### config.mk
export PLATFORM = sky130hd
export DESIGN_NAME = mfp_ahb_interconnect
export DESIGN_NICKNAME = d
export VERILOG_FILES = /design/src/rtl/mfp_ahb_interconnect.sv
export SDC_FILE = /design/constraint.sdc
export NUM_CORES = 1
export LEC_CHECK = 0
export BUFFER_PORTS_ARGS = -buffer_cell sky130_fd_sc_hd__clkbuf_2
export CORE_AREA = 2 2 98 100
export CTS_CLUSTER_DIAMETER = 100
export DETAILED_ROUTE_END_ITERATION = 16
export DIE_AREA = 0 0 100 102
export HOLD_SLACK_MARGIN = 0.12
export PLACE_DENSITY_LB_ADDON = 0.08
export SYNTH_ARGS = -nofsm -noshare
export SYNTH_HDL_FRONTEND = slang
export SYNTH_SLANG_ARGS = --single-unit
### constraint.sdc
create_clock -name HCLK -period 2.94 [get_ports HCLK]
set_input_delay 0.294 -clock HCLK [delete_from_list [all_inputs] [get_ports HCLK]]
set_output_delay 0.294 -clock HCLK [all_outputs]
set_load 0.02 [all_outputs]
### src/rtl/mfp_ahb_interconnect.sv
// mfp_ahb_interconnect
//
// AHB-lite single-master interconnect for the MIPSfpga system. The master
// address phase is decoded into NSLV one-hot slave selects, and the selected
// slave's data-phase response is steered back to the master. Addresses that
// hit no window during an active transfer go to a built-in default slave,
// which answers with the two-cycle AHB ERROR response. Every ERROR completion
// is counted in a saturating counter and its address is kept for software.
//
// Parameters:
//   NSLV       number of slaves (1..16)
//   SLV_BASE   packed NSLV x 32 window base addresses, slave i in [32*i+31:32*i]
//   SLV_MASK   packed NSLV x 32 window compare masks
//   ERR_CNT_W  width of the error counter
//
// Ports:
//   HCLK, HRESETn            bus clock, asynchronous active-low reset
//   HADDR, HTRANS            master address phase
//   HREADY, HRESP, HRDATA    response to the master (HREADY also to slaves)
//   HSEL                     one-hot address-phase slave select
//   S_HRDATA, S_HREADYOUT,
//   S_HRESP                  per-slave data-phase responses
//   err_clr                  synchronous clear of err_cnt
//   err_cnt, err_addr        error count and address of the latest ERROR

module mfp_ahb_interconnect #(
    parameter int                 NSLV      = 4,
    parameter logic [NSLV*32-1:0] SLV_BASE  = {NSLV{32'h0}},
    parameter logic [NSLV*32-1:0] SLV_MASK  = {NSLV{32'h0}},
    parameter int                 ERR_CNT_W = 8
) (
    input  logic                 HCLK,
    input  logic                 HRESETn,
    input  logic [31:0]          HADDR,
    input  logic [1:0]           HTRANS,
    output logic                 HREADY,
    output logic                 HRESP,
    output logic [31:0]          HRDATA,
    output logic [NSLV-1:0]      HSEL,
    input  logic [NSLV*32-1:0]   S_HRDATA,
    input  logic [NSLV-1:0]      S_HREADYOUT,
    input  logic [NSLV-1:0]      S_HRESP,
    input  logic                 err_clr,
    output logic [ERR_CNT_W-1:0] err_cnt,
    output logic [31:0]          err_addr
);

    localparam int SEL_W = (NSLV > 1) ? $clog2(NSLV) : 1;

    typedef enum logic [1:0] {
        DS_IDLE,
        DS_ERR1,
        DS_ERR2
    } dflt_state_e;

    logic                 hit;
    logic [SEL_W-1:0]     hit_idx;
    logic                 unmapped;

    logic [SEL_W-1:0]     dp_sel_q, dp_sel_d;
    logic                 dp_act_q, dp_act_d;
    logic                 dp_dflt_q, dp_dflt_d;
    logic [31:0]          dp_addr_q, dp_addr_d;

    dflt_state_e          dflt_state_q, dflt_state_d;
    logic                 dflt_ready;
    logic                 dflt_resp;

    logic [31:0]          slv_rdata;
    logic                 slv_ready;
    logic                 slv_resp;

    logic                 err_done;
    logic [ERR_CNT_W-1:0] err_cnt_q, err_cnt_d;
    logic [31:0]          err_addr_q, err_addr_d;

    // Only the "active transfer" bit of HTRANS matters here; SEQ and NONSEQ
    // are treated identically, as are IDLE and BUSY.
    logic                 unused_htrans0;
    assign unused_htrans0 = HTRANS[0];

    // The scan runs from the highest index down so the lowest matching
    // window is the last one written, which keeps overlapping windows one-hot.
    always_comb begin
        hit     = 1'b0;
        hit_idx = '0;
        for (int i = NSLV - 1; i >= 0; i--) begin
            if ((HADDR & SLV_MASK[32*i +: 32]) == (SLV_BASE[32*i +: 32] & SLV_MASK[32*i +: 32])) begin
                hit     = 1'b1;
                hit_idx = SEL_W'(i);
            end
        end
    end

    always_comb begin
        HSEL = '0;
        for (int i = 0; i < NSLV; i++) begin
            HSEL[i] = hit && (hit_idx == SEL_W'(i));
        end
    end

    assign unmapped = HTRANS[1] & ~hit;

    // Address phase is captured only when the previous data phase completes.
    always_comb begin
        dp_sel_d  = dp_sel_q;
        dp_act_d  = dp_act_q;
        dp_dflt_d = dp_dflt_q;
        dp_addr_d = dp_addr_q;
        if (HREADY) begin
            dp_sel_d  = hit_idx;
            dp_act_d  = HTRANS[1] & hit;
            dp_dflt_d = unmapped;
            dp_addr_d = HADDR;
        end
    end

    // In ERR2 HREADY is always high, so a new unmapped transfer seen there
    // chains straight into the next ERR1 without an idle cycle.
    always_comb begin
        dflt_state_d = dflt_state_q;
        dflt_ready   = 1'b1;
        dflt_resp    = 1'b0;
        case (dflt_state_q)
            DS_IDLE: begin
                if (HREADY && unmapped) begin
                    dflt_state_d = DS_ERR1;
                end
            end
            DS_ERR1: begin
                dflt_ready   = 1'b0;
                dflt_resp    = 1'b1;
                dflt_state_d = DS_ERR2;
            end
            DS_ERR2: begin
                dflt_resp    = 1'b1;
                dflt_state_d = unmapped ? DS_ERR1 : DS_IDLE;
            end
            default: begin
                dflt_state_d = DS_IDLE;
            end
        endcase
    end

    always_comb begin
        slv_rdata = '0;
        slv_ready = 1'b1;
        slv_resp  = 1'b0;
        for (int i = 0; i < NSLV; i++) begin
            if (dp_sel_q == SEL_W'(i)) begin
                slv_rdata = S_HRDATA[32*i +: 32];
                slv_ready = S_HREADYOUT[i];
                slv_resp  = S_HRESP[i];
            end
        end
    end

    // No transfer in the data phase means a zero-wait OKAY with zero data.
    always_comb begin
        HREADY = 1'b1;
        HRESP  = 1'b0;
        HRDATA = '0;
        if (dp_act_q) begin
            HREADY = slv_ready;
            HRESP  = slv_resp;
            HRDATA = slv_rdata;
        end else if (dp_dflt_q) begin
            HREADY = dflt_ready;
            HRESP  = dflt_resp;
        end
    end

    // A clear that coincides with a completion leaves a count of one so the
    // new error is not swallowed by the clear.
    assign err_done = HREADY & HRESP;

    always_comb begin
        err_cnt_d  = err_cnt_q;
        err_addr_d = err_addr_q;
        if (err_done) begin
            err_addr_d = dp_addr_q;
            if (err_clr) begin
                err_cnt_d = ERR_CNT_W'(1);
            end else if (!(&err_cnt_q)) begin
                err_cnt_d = err_cnt_q + ERR_CNT_W'(1);
            end
        end else if (err_clr) begin
            err_cnt_d = '0;
        end
    end

    always_ff @(posedge HCLK or negedge HRESETn) begin
        if (!HRESETn) begin
            dp_sel_q     <= '0;
            dp_act_q     <= 1'b0;
            dp_dflt_q    <= 1'b0;
            dp_addr_q    <= '0;
            dflt_state_q <= DS_IDLE;
            err_cnt_q    <= '0;
            err_addr_q   <= '0;
        end else begin
            dp_sel_q     <= dp_sel_d;
            dp_act_q     <= dp_act_d;
            dp_dflt_q    <= dp_dflt_d;
            dp_addr_q    <= dp_addr_d;
            dflt_state_q <= dflt_state_d;
            err_cnt_q    <= err_cnt_d;
            err_addr_q   <= err_addr_d;
        end
    end

    assign err_cnt  = err_cnt_q;
    assign err_addr = err_addr_q;

endmodule

==> flow_summary.toml <==
[global_route]
grt_pass1_vias = 2411
grt_max_degree = 74
grt.total_usage = 0.155
grt_pass1_wl_mm = 12.0
antenna_found_initial = 0
gr-total-overflow = 0

[critical_path]
cpPeakStageDelay_ns = 0.42
startpoint_type = "register"
crit_path_end_kind = "output port"
path_buf_inv = 3
critPathTopFamily = "buffers and inverters"
crit_path_cell_trace = "buf_4, nand2b_2, buf_4, clkbuf_2"
cp_data_arrival_time_ns = 1.72
slowest_stage = "buf_4"
crit_top_cell = "buf_4"
cp_data_required_time_ns = 2.65
critical_path_class = "register to output port"
critPathMaxFanout = 36

[sta]
hold_slack_ns = 0.165
slew_headroom = 0.383
finalSetupViolations = 0
min_period_ns = 2.01
final.setup.tns_ns = 0
max_freq_mhz = 497
worstMarginPinSlew_ns = 0.925
hold_violations = 0
timing.final.crit_share = 0.685
finalMaxSlewViolations = 0
skew_ns = 0.0105
grt_setup_unrepaired = "no"

[cts]
path_clk_slew_ns = 0.07
clockBufferDepth = 2
cts_tree = "done"
htree_levels = 3
clk_latency_ns = 0.35
post-cts-setup-buffers = 0
cts_sinks = 73
numCtsBuffers = 9
cts_root_buf = "clkbuf_8"

[floorplanning]
die_area_sq_mm = 0.0102
start_util = 0.348
die_h_um = 102
ios = 251
die_w_um = 100
num_rows = 35
coreArea_sq_mm = 0.00911

[layout]
nets = 611
final_cell_area_sq_mm = 0.00417
n_fill_cell = 912
num_antenna_cells = 0
area_growth_pct = 31.5
drive_gt1_frac = 0.455

[worst_hold_path]
hp-class = "input pin to register"

[yosys]
yosysWarnings = 0
yosysSeqAreaShare = 0.576
synth_cells = 296
synthTopCellsByCount = "nand2_1 (100), dfrtp_1 (73), and2_1 (33)"
synth_flop_cell = "dfrtp_1"
yosys.area.top_type = "dfrtp_1"
syn-cell-area_sq_mm = 0.00317
yosys.area.top_type_share = 0.576
ys_async_sr_fraction = 1.00
yosysMostFrequentCell = "nand2_1"
synth_edf_count = 0
ys_ff_latch = 73
synth_cell_types = 30
yosys-top-cells-area = "dfrtp_1 (58%), nand2_1 (12%), mux2_2 (11%)"
syn_avg_cell_area_sq_um = 10.7

[placed_design]
dp_hpwl_mm = 5.25
portBuffers = 143
dpl_cell_area_sq_mm = 0.00397
place.gp.congestion = 0.765

[pwr]
power_density_mw_per_mm2 = 609
peakVddDrop_v = 0.000326
total_leakage_power_uw = 0.00220

[detailed_routing]
ant_nets = 0
wl_mm = 7.75
drcViolationCount = 0
vias_per_cell = 4.57
firstDrtPassIters = 4
wl_per_cell_um = 14.0
via_count = 2529
drt-initial-drc-count = 55

[flow_run]
maxCapViolations = 0

[status]
status = "finished clean"
-- area by class of cell --
class / instances / area [sq um] / area share
Tap cell: 111 / 139 / 0.0333
Clock buffer: 10 / 128 / 0.0306
Clock inverter: 6 / 67.6 / 0.0162
Timing Repair Buffer: 148 / 758 / 0.182
Inverter: 1 / 3.75 / 0.000899
Sequential cell: 73 / 1830 / 0.438
Multi-Input combinational cell: 204 / 1250 / 0.300
-- repair_timing --
item | CTS | global route
endpoints found under the hold margin | 5 | 0
hold buffers | 1 | 0
gates resized for setup | 0 | 0
-- placed cells by master (no fill, tap or decap), types with 2 or more instances in the layout --
cell type,instances
nand4_1,3
mux2i_1,2
o211ai_1,2
a2111oi_4,2
clkinvlp_4,2
dfrtp_1,73
and2_1,33
buf_4,5
nor2_1,6
conb_1,4
xnor2_1,4
nand3_1,2
mux2_2,32
clkbuf_8,9
nand2_1,100
clkbuf_2,142
-- through the flow --
| stage | total power [uW] | util | setup WS, ns | cells |
|---|---|---|---|---|
| 2_1_floorplan | 1550 | - | 1.35 | 298 |
| 3_3_place_gp | 1780 | 0.436 | 1.13 | 536 |
| 3_5_place_dp | 1780 | 0.436 | 1.12 | 536 |
| 4_1_cts | 2580 | 0.458 | 0.862 | 553 |
| 5_1_grt | 2690 | 0.458 | 0.800 | 553 |
| 6_report | 2540 | 0.458 | 0.926 | 553 |
-- path summary, 6_finish.rpt --
kind                                    start            to  slack [ns]  cells after the start
worst max-delay path                 dp_act_q        HREADY        0.93                      4
worst min-delay path                HTRANS[1]      dp_act_q        0.17                      2
worst max register to register       dp_act_q    err_cnt[0]        1.29                      4
worst min register to register  dp_addr_q[30]  err_addr[30]        0.46                      2
max in group asynchronous             HRESETn  err_addr[18]        1.70                      2
min in group asynchronous             HRESETn    err_cnt[7]        0.63                      2
-- registers in the layout, indices dropped and copies added (netlist names) --
register	cells
dp_act_q	1
dp_addr_q	32
err_addr	32
err_cnt	8
-- power by group --
group	leakage (uW)	total (uW)	switching [uW]	internal, uW
sequential	0.000892	1200	71.1	1130
clock	0.0000929	785	390	395
combinational	0.00121	551	344	208
-- routing by layer --
metal | routed length, um | vias up | track usage
li1 | - | 1219 | -
met4 | 125 | 0 | 0.0695
met1 | 3290 | 1192 | 0.181
met2 | 3460 | 109 | 0.249
met5 | 0 | - | 0
met3 | 873 | 9 | 0.0684
-- logic make-up after synthesis --
logic type | count (synthesis) | synth area share
simple gates | 154 | 0.226
flops | 73 | 0.576
mux | 34 | 0.120
buf+inv | 21 | 0.0331
compound gates | 7 | 0.0280
xor+xnor | 4 | 0.0110
other cells | 2 | 0.00237
fa+ha+maj | 1 | 0.00394
-- worst reg2reg max path: cells and delay by family, from the launching register on --
| family | cells | cell delay, ns |
|---|---|---|
| AOI/OAI and AO/OA | 2 | 0.43 |
| DFF | 1 | 0.35 |
| and+or+nand+nor | 2 | 0.76 |
Power figures use the tool's default switching activity.
